<file path="config.mk">
export PLATFORM = sky130hd
export DESIGN_NAME = timer_core
export DESIGN_NICKNAME = d
export VERILOG_FILES = /design/src/rtl/timer_core.sv
export SDC_FILE = /design/constraint.sdc
export NUM_CORES = 1
export LEC_CHECK = 0
export CAP_MARGIN = 15
export CELL_PAD_IN_SITES_DETAIL_PLACEMENT = 1
export CELL_PAD_IN_SITES_GLOBAL_PLACEMENT = 1
export CORE_ASPECT_RATIO = 0.8
export CORE_UTILIZATION = 40
export DETAILED_ROUTE_END_ITERATION = 8
export HOLD_SLACK_MARGIN = 0.06
export PLACE_DENSITY_LB_ADDON = 0.1
export SLEW_MARGIN = 0
export SYNTH_ARGS = -nofsm -noshare
export SYNTH_HDL_FRONTEND = slang
export SYNTH_SLANG_ARGS = --single-unit
</file>
<file path="constraint.sdc">
create_clock -name i_clk -period 3.2 [get_ports i_clk]
set_input_delay 0.64 -clock i_clk [delete_from_list [all_inputs] [get_ports i_clk]]
set_output_delay 0.64 -clock i_clk [all_outputs]
set_load 0.05 [all_outputs]
</file>
<file path="src/rtl/timer_core.sv">
// Prescaled down-counting timer with auto-reload and a sticky expiry flag.
// Holds the CTRL/PERIOD/PRESCALE registers written through one-hot decoder strobes.
module timer_core #(
    parameter int WIDTH  = 16,
    parameter int PWIDTH = 8
) (
    input  logic              i_clk,
    input  logic              i_rst,
    input  logic [3:0]        i_wr_sel,
    input  logic [WIDTH-1:0]  i_wdata,
    output logic [WIDTH-1:0]  o_count,
    output logic [WIDTH-1:0]  o_period,
    output logic [PWIDTH-1:0] o_prescale,
    output logic [2:0]        o_ctrl,
    output logic              o_running,
    output logic              o_flag,
    output logic              o_irq
);

    typedef enum logic [1:0] {ST_IDLE, ST_RUN, ST_DONE} state_t;

    state_t            r_state;
    logic [WIDTH-1:0]  r_count;
    logic [WIDTH-1:0]  r_period;
    logic [PWIDTH-1:0] r_prescale;
    logic [PWIDTH-1:0] r_pscnt;
    logic [2:0]        r_ctrl;
    logic              r_running;
    logic              r_flag;

    logic w_ctrl_wr;
    logic w_disable;
    logic w_start;
    logic w_clear;
    logic w_tick;
    logic w_expire;
    logic w_unused;

    assign w_ctrl_wr = i_wr_sel[0];
    assign w_disable = w_ctrl_wr & ~i_wdata[0];
    assign w_start   = w_ctrl_wr &  i_wdata[0];
    assign w_clear   = w_ctrl_wr &  i_wdata[3];
    // A disabling CTRL write wins over a tick landing on the same edge.
    assign w_tick    = (r_state == ST_RUN) && !w_disable && (r_pscnt == r_prescale);
    assign w_expire  = w_tick && (r_count == '0);
    assign w_unused  = i_wr_sel[3];

    always_ff @(posedge i_clk or posedge i_rst) begin
        if (i_rst) begin
            r_state    <= ST_IDLE;
            r_count    <= '0;
            r_period   <= '0;
            r_prescale <= '0;
            r_pscnt    <= '0;
            r_ctrl     <= '0;
            r_running  <= 1'b0;
            r_flag     <= 1'b0;
        end else begin
            if (i_wr_sel[1]) r_period   <= i_wdata;
            if (i_wr_sel[2]) r_prescale <= i_wdata[PWIDTH-1:0];
            if (w_ctrl_wr)   r_ctrl     <= i_wdata[2:0];

            if (w_expire)     r_flag <= 1'b1;
            else if (w_clear) r_flag <= 1'b0;

            if (w_disable) begin
                r_state   <= ST_IDLE;
                r_running <= 1'b0;
                r_pscnt   <= '0;
            end else begin
                unique case (r_state)
                    ST_IDLE: begin
                        if (i_wr_sel[1]) r_count <= i_wdata;
                        if (w_start) begin
                            r_count   <= r_period;
                            r_pscnt   <= '0;
                            r_state   <= ST_RUN;
                            r_running <= 1'b1;
                        end
                    end
                    ST_RUN: begin
                        if (w_tick) begin
                            r_pscnt <= '0;
                            if (r_count != '0) begin
                                r_count <= r_count - WIDTH'(1);
                            end else if (r_ctrl[1]) begin
                                r_count <= r_period;
                            end else begin
                                // Overrides the stored enable bit so software sees the one-shot finished.
                                r_ctrl[0] <= 1'b0;
                                r_state   <= ST_DONE;
                                r_running <= 1'b0;
                            end
                        end else begin
                            r_pscnt <= r_pscnt + PWIDTH'(1);
                        end
                    end
                    ST_DONE: begin
                        if (w_start) begin
                            r_count   <= r_period;
                            r_pscnt   <= '0;
                            r_state   <= ST_RUN;
                            r_running <= 1'b1;
                        end
                    end
                    default: r_state <= ST_IDLE;
                endcase
            end
        end
    end

    assign o_count    = r_count;
    assign o_period   = r_period;
    assign o_prescale = r_prescale;
    assign o_ctrl     = r_ctrl;
    assign o_running  = r_running;
    assign o_flag     = r_flag;
    assign o_irq      = r_flag & r_ctrl[2];

endmodule
</file>
### Yosys cells after proc, flatten, opt, wreduce, memory -nomap -nowiden

Index checks and enable logic that the tools add are counted.

| word-level totals | value |
|---|---|
| output and inout port bits | 46 |
| memories kept | 0 |
| register bits after elaboration | 55 |
| bits in latches | 0 |
| bits in read-only memories | 0 |
| RAM bits | 0 |

| operators by class | value |
|---|---|
| equal/unequal tests | 11 |
| magnitude comparators | 0 |
| reductions and logical operators | 15 |
| bitwise logic cells | 6 |
| multiplexer cells | 31 |
| $mul | 0 |
| divide/modulo/power cells | 0 |
| shifts and indexed selects | 0 |
| add/subtract/negate cells | 2 |

Operator list:

| cell | count |
|---|---|
| 16-bit two-way mux | 6 |
| 16-bit case mux with 3 select lines | 1 |
| 8-bit two-way mux | 3 |
| 16-bit zero test | 1 |
| 8-bit case mux with 2 select lines | 1 |
| 16-bit nonzero test | 1 |
| 16-bit by 1-bit subtractor with 16-bit output, second input constant | 1 |
| 1-bit two-way mux | 13 |
| 3-bit inequality test, second input constant | 4 |
| 2-bit two-way mux | 5 |
| 8-bit by 1-bit adder with 8-bit output, second input constant | 1 |
| 8-bit == test | 1 |
| 6-bit AND reduction | 1 |
| 3-bit nonzero test | 2 |
| 5-bit AND reduction | 1 |
| 1-bit AND | 4 |
| 2-bit inequality test, second input constant | 2 |
| 2-bit case mux with 2 select lines | 1 |
| 4-bit AND reduction | 1 |
| 1-bit logical AND | 3 |
| 3-bit by 1-bit inequality test with 1-bit output, second input constant | 1 |
| 3-bit by 2-bit inequality test with 1-bit output, second input constant | 1 |
| 2-bit by 1-bit == test with 1-bit output, second input constant | 1 |
| 2-bit == test, second input constant | 1 |
| 7 further kinds | 8 |

### Logic depth before layout (Yosys ltp)

| logic depth | value |
|---|---|
| depth in word-level cells | 8 |
| depth in mapped cells | 10 |
| mapped depth without buffers | 7 |

### Worst setup path after synthesis

Ideal clock, no wire load.

| timing | value |
|---|---|
| path kind | reg2reg |
| from | register r_count[0], in the netlist o_count[0] |
| to | register r_count[3], in the netlist o_count[3] |
| clock period less this slack | 2.971 ns |
| arrival | 2.849 ns |
| stages on the path, launching flop included | 11 |
| path slack | 0.229 ns |
| path through | dfrtp_1 > inv_1 > ha_1 > or4b_4 > buf_6 > or4_4 > buf_6 > nor2_1 > o21ai_1 > clkbuf_1 > a32o_1 |

| between the ends | value |
|---|---|
| cells in the longest elaborated chain, start to end | 4 |
| elaborated cells on any way between the ends | 7 |
| classes of those cells | add/sub: 1; eq/ne: 1; mux: 3; reduce/logical: 2 |

RTL lines:

| what | line | RTL |
|---|---|---|
| from (decl) | 23 | `logic [WIDTH-1:0] r_count;` |
| from (signal assigned) | 73 | `if (i_wr_sel[1]) r_count <= i_wdata;` |
| from (signal assigned) | 75 | `r_count <= r_period;` |
| from (signal assigned) | 85 | `r_count <= r_count - WIDTH'(1);` |
| 16-bit by 1-bit subtractor with 16-bit output or 16-bit nonzero test (tied branches) | 85, 84 |  |
| 16-bit two-way mux | 84 | `if (r_count != '0) begin` |
| 16-bit two-way mux | 82 | `if (w_tick) begin` |
| 16-bit case mux with 3 select lines | 71 | `unique case (r_state)` |

Several ways; a longest one is shown, not always the timed one. The select of a mux whose other input is x is not followed.
A chain may end at the register's enable or synchronous reset.

### Final worst setup path

| timing | value |
|---|---|
| from | register r_count[0], in the netlist o_count[0] |
| to | register r_count[8], in the netlist o_count[8] |

Same word-level chain as after synthesis.

==> impl_metrics.py <==
metrics = {
    "floorplanning": {
        "die_h_um": 85.9,
        "io_pins": 68,
        "start_util_pct": 41.3,
        "rows": 30,
        "die-area_um2": 9170,
        "die_w_um": 107,
        "core_um2": 8520,
    },
    "logic_synthesis": {
        "ys_warn_count": 0,
        "synth-async-reset-ratio_pct": 100,
        "synthTopCellsByArea": "dfrtp_1 39%, mux2_2 8.3%, mux2i_1 4.6%",
        "netlist.top_cell.by_area": "dfrtp_1",
        "synth.ff_latch_count": 55,
        "synth-edff-count": 0,
        "syn_inst": 367,
        "synth.avg_cell_area_um2": 9.58,
        "syn_area_um2": 3520,
        "synth.distinct_cells": 56,
        "syn_nets": 397,
        "synth.top_cell.area_share_pct": 39.1,
        "synth_ff_type": "dfrtp_1",
        "ys_seq_area_share_pct": 39.1,
    },
    "timing": {
        "max_freq_mhz": 344,
        "fin_crit_ps": 2910,
        "hold_viol": 0,
        "tns_ps": 0,
        "max_slew.worst_pin.slew_ps": 664,
        "grt_setup_unrepaired": "false",
        "finalMaxSlewViolations": 0,
        "skew_ps": 6.69,
        "relSlewSlack_pct": 55.7,
        "setup_viol": 0,
        "timing.hold.ws_ps": 560,
        "period_share_pct": 90.9,
    },
    "layout": {
        "multiInputGateArea_um2": 1970,
        "area_growth_pct": 27.4,
        "final_cell_mix": "66 x clkdlybuf4s50_1, 55 x dfrtp_1, 34 x nand2_1, 26 x mux2_2",
        "drive_above_1_share_pct": 14.1,
        "diodes": 0,
        "fin_nets": 463,
        "n_fill_cell": 972,
        "final_common_cell": "clkdlybuf4s50_1",
        "seq_area_um2": 1380,
    },
    "global_routing": {
        "grt_pass1_vias": 3360,
        "grt_pass1_wl_um": 18200,
        "track_usage_pct": 25.6,
        "grt_overflow": 0,
        "grt_max_degree": 30,
        "antenna_found_initial": 0,
    },
    "setup_path": {
        "crit_chain": "inv_1 -> ha_1 -> or4b_4 -> or4_4 -> o311a_1 -> nand2_1 -> buf_4 -> a32o_1",
        "slowest_stage": "or4_4",
        "path_depth": 8,
        "ff2ff_path_depth": 8,
        "r2r_start": "o_count[0]",
        "crit_end": "o_count[8]",
        "path_class": "reg2reg",
        "crit_required_ps": 3450,
        "cpPeakStageDelay_ps": 680,
        "cp-start-kind": "register",
        "reg2reg_to": "o_count[8]",
        "cpLargestDelayFamily": "simple AND/OR/NAND/NOR gates",
        "startpoint": "o_count[0]",
        "critPathCaptureType": "register",
        "cp.buffers_inverters": 2,
        "rrSetupSlack_ps": 290,
        "crit_arrival_ps": 3160,
        "crit_path_max_fanout": 14,
    },
    "place": {
        "dp_hpwl_um": 8020,
        "io_buffers": 66,
        "gp_congestion": 0.824,
    },
    "power": {
        "worst_ir_drop_vdd_v": 0.000415,
        "power.density_nw_per_um2": 893,
        "leakage_uw": 0.00171,
    },
    "cts": {
        "max-clock-path-buffers": 2,
        "cts_setup_buffers": 0,
        "cts_tree": "built",
        "clock-sinks": 55,
        "path_clk_slew_ps": 110,
        "ctsResizeCount": 0,
        "cts_root_buf": "clkbuf_8",
        "cts_buffers": 5,
        "clock_latency_ps": 310,
        "htreeDepth": 2,
        "hold_buffers": 0,
    },
    "route": {
        "wire_per_inst_um": 20.4,
        "drt_wl_total_um": 11100,
        "viasPerCell": 6.00,
        "drt_iter0_drc": 190,
        "drcViolationCount": 0,
        "ant_nets": 0,
        "drtPass1Iterations": 4,
        "vias": 3274,
    },
    "min_path": {
        "hp-class": "reg2reg",
    },
    "job": {
        "cap_violations": 0,
    },
    "status": {
        "status": "finished, final reports clean",
    },
}
==> report_power, final <==
part,internal (uW),switching [uW]
Sequential,856,255
Combinational,864,1470
Clock,313,242
==> flip-flops by register name (all words and copies together) (netlist names) <==
name,cells
o_running,1
o_period,16
o_ctrl,3
o_flag,1
o_count,16
r_state,2
o_prescale,8
r_pscnt,8
==> worst reg2reg max path, cell delays in order, from the launching register on <==
cell and delay (ps):
dfrtp_1 470, inv_1 140, ha_1 180, or4b_4 520, or4_4 680, o311a_1 350, nand2_1 100, buf_4 240
a32o_1 170
==> logic make-up after synthesis <==
logic type | Yosys count | synth area share (%)
muxes | 42 | 12.9
adders and majority gates | 8 | 2.85
and+or+nand+nor | 116 | 17.5
DFF | 55 | 39.1
xor gates and xnor gates | 20 | 4.98
buffers and inverters | 38 | 4.80
AOI/OAI and AO/OA | 88 | 17.9
==> how the worst min path moves through the flow <==
stage                             start       endpoint  depth (start not counted)
after floorplan              r_pscnt[7]     r_pscnt[7]                          2
after global placement        o_ctrl[2]      o_ctrl[2]                          1
after detailed placement    o_period[2]    o_period[2]                          1
after CTS                   o_period[2]    o_period[2]                          1
after global routing      o_prescale[2]  o_prescale[2]                          1
final                       o_period[2]    o_period[2]                          1
==> cell type report <==
class	count	share of cell area, %
multi-input combinational	274	44.0
sequential	55	30.7
timing repair buffer	85	18.2
tap	112	3.13
clock buffer	6	1.62
clock inverter	2	1.34
inverter	12	1.01
==> stage by stage <==
step | util, % | cell area [um2] | cells | worst slack (ps) | total power (uW)
detailed placement | 51.0 | 4350 | 538 | 328 | 3430
global route | 52.6 | 4480 | 546 | 137 | 4220
global placement | 51.0 | 4350 | 538 | 406 | 3350
finish | 52.6 | 4480 | 546 | 291 | 4000
CTS | 52.6 | 4480 | 546 | 288 | 4000
floorplan | - | 3520 | 367 | 229 | 2650
==> per-layer routing <==
metal  GRT usage, %  up-vias  routed length [um]
met2           39.7       92                4950
met1           38.3     1667                5560
met3           3.34       11                 556
met4           4.98        0                  76
li1               -     1504                   -
met5              0        -                   0
==> Yosys cell counts, types with 4 or more instances <==
master,n
o311ai_0,5
dfrtp_1,55
o211ai_1,6
ha_1,8
a21oi_1,19
a32o_1,14
nor2_1,17
inv_1,11
clkbuf_1,18
nand4_1,6
o21ai_0,13
o31ai_1,4
nor4_1,9
xor2_1,5
xnor2_1,15
nand3_1,5
mux2_2,26
nor3_1,19
nand2b_1,4
nand2_1,34
a31oi_1,7
mux2i_1,16
(Power assumes the default switching activity.)
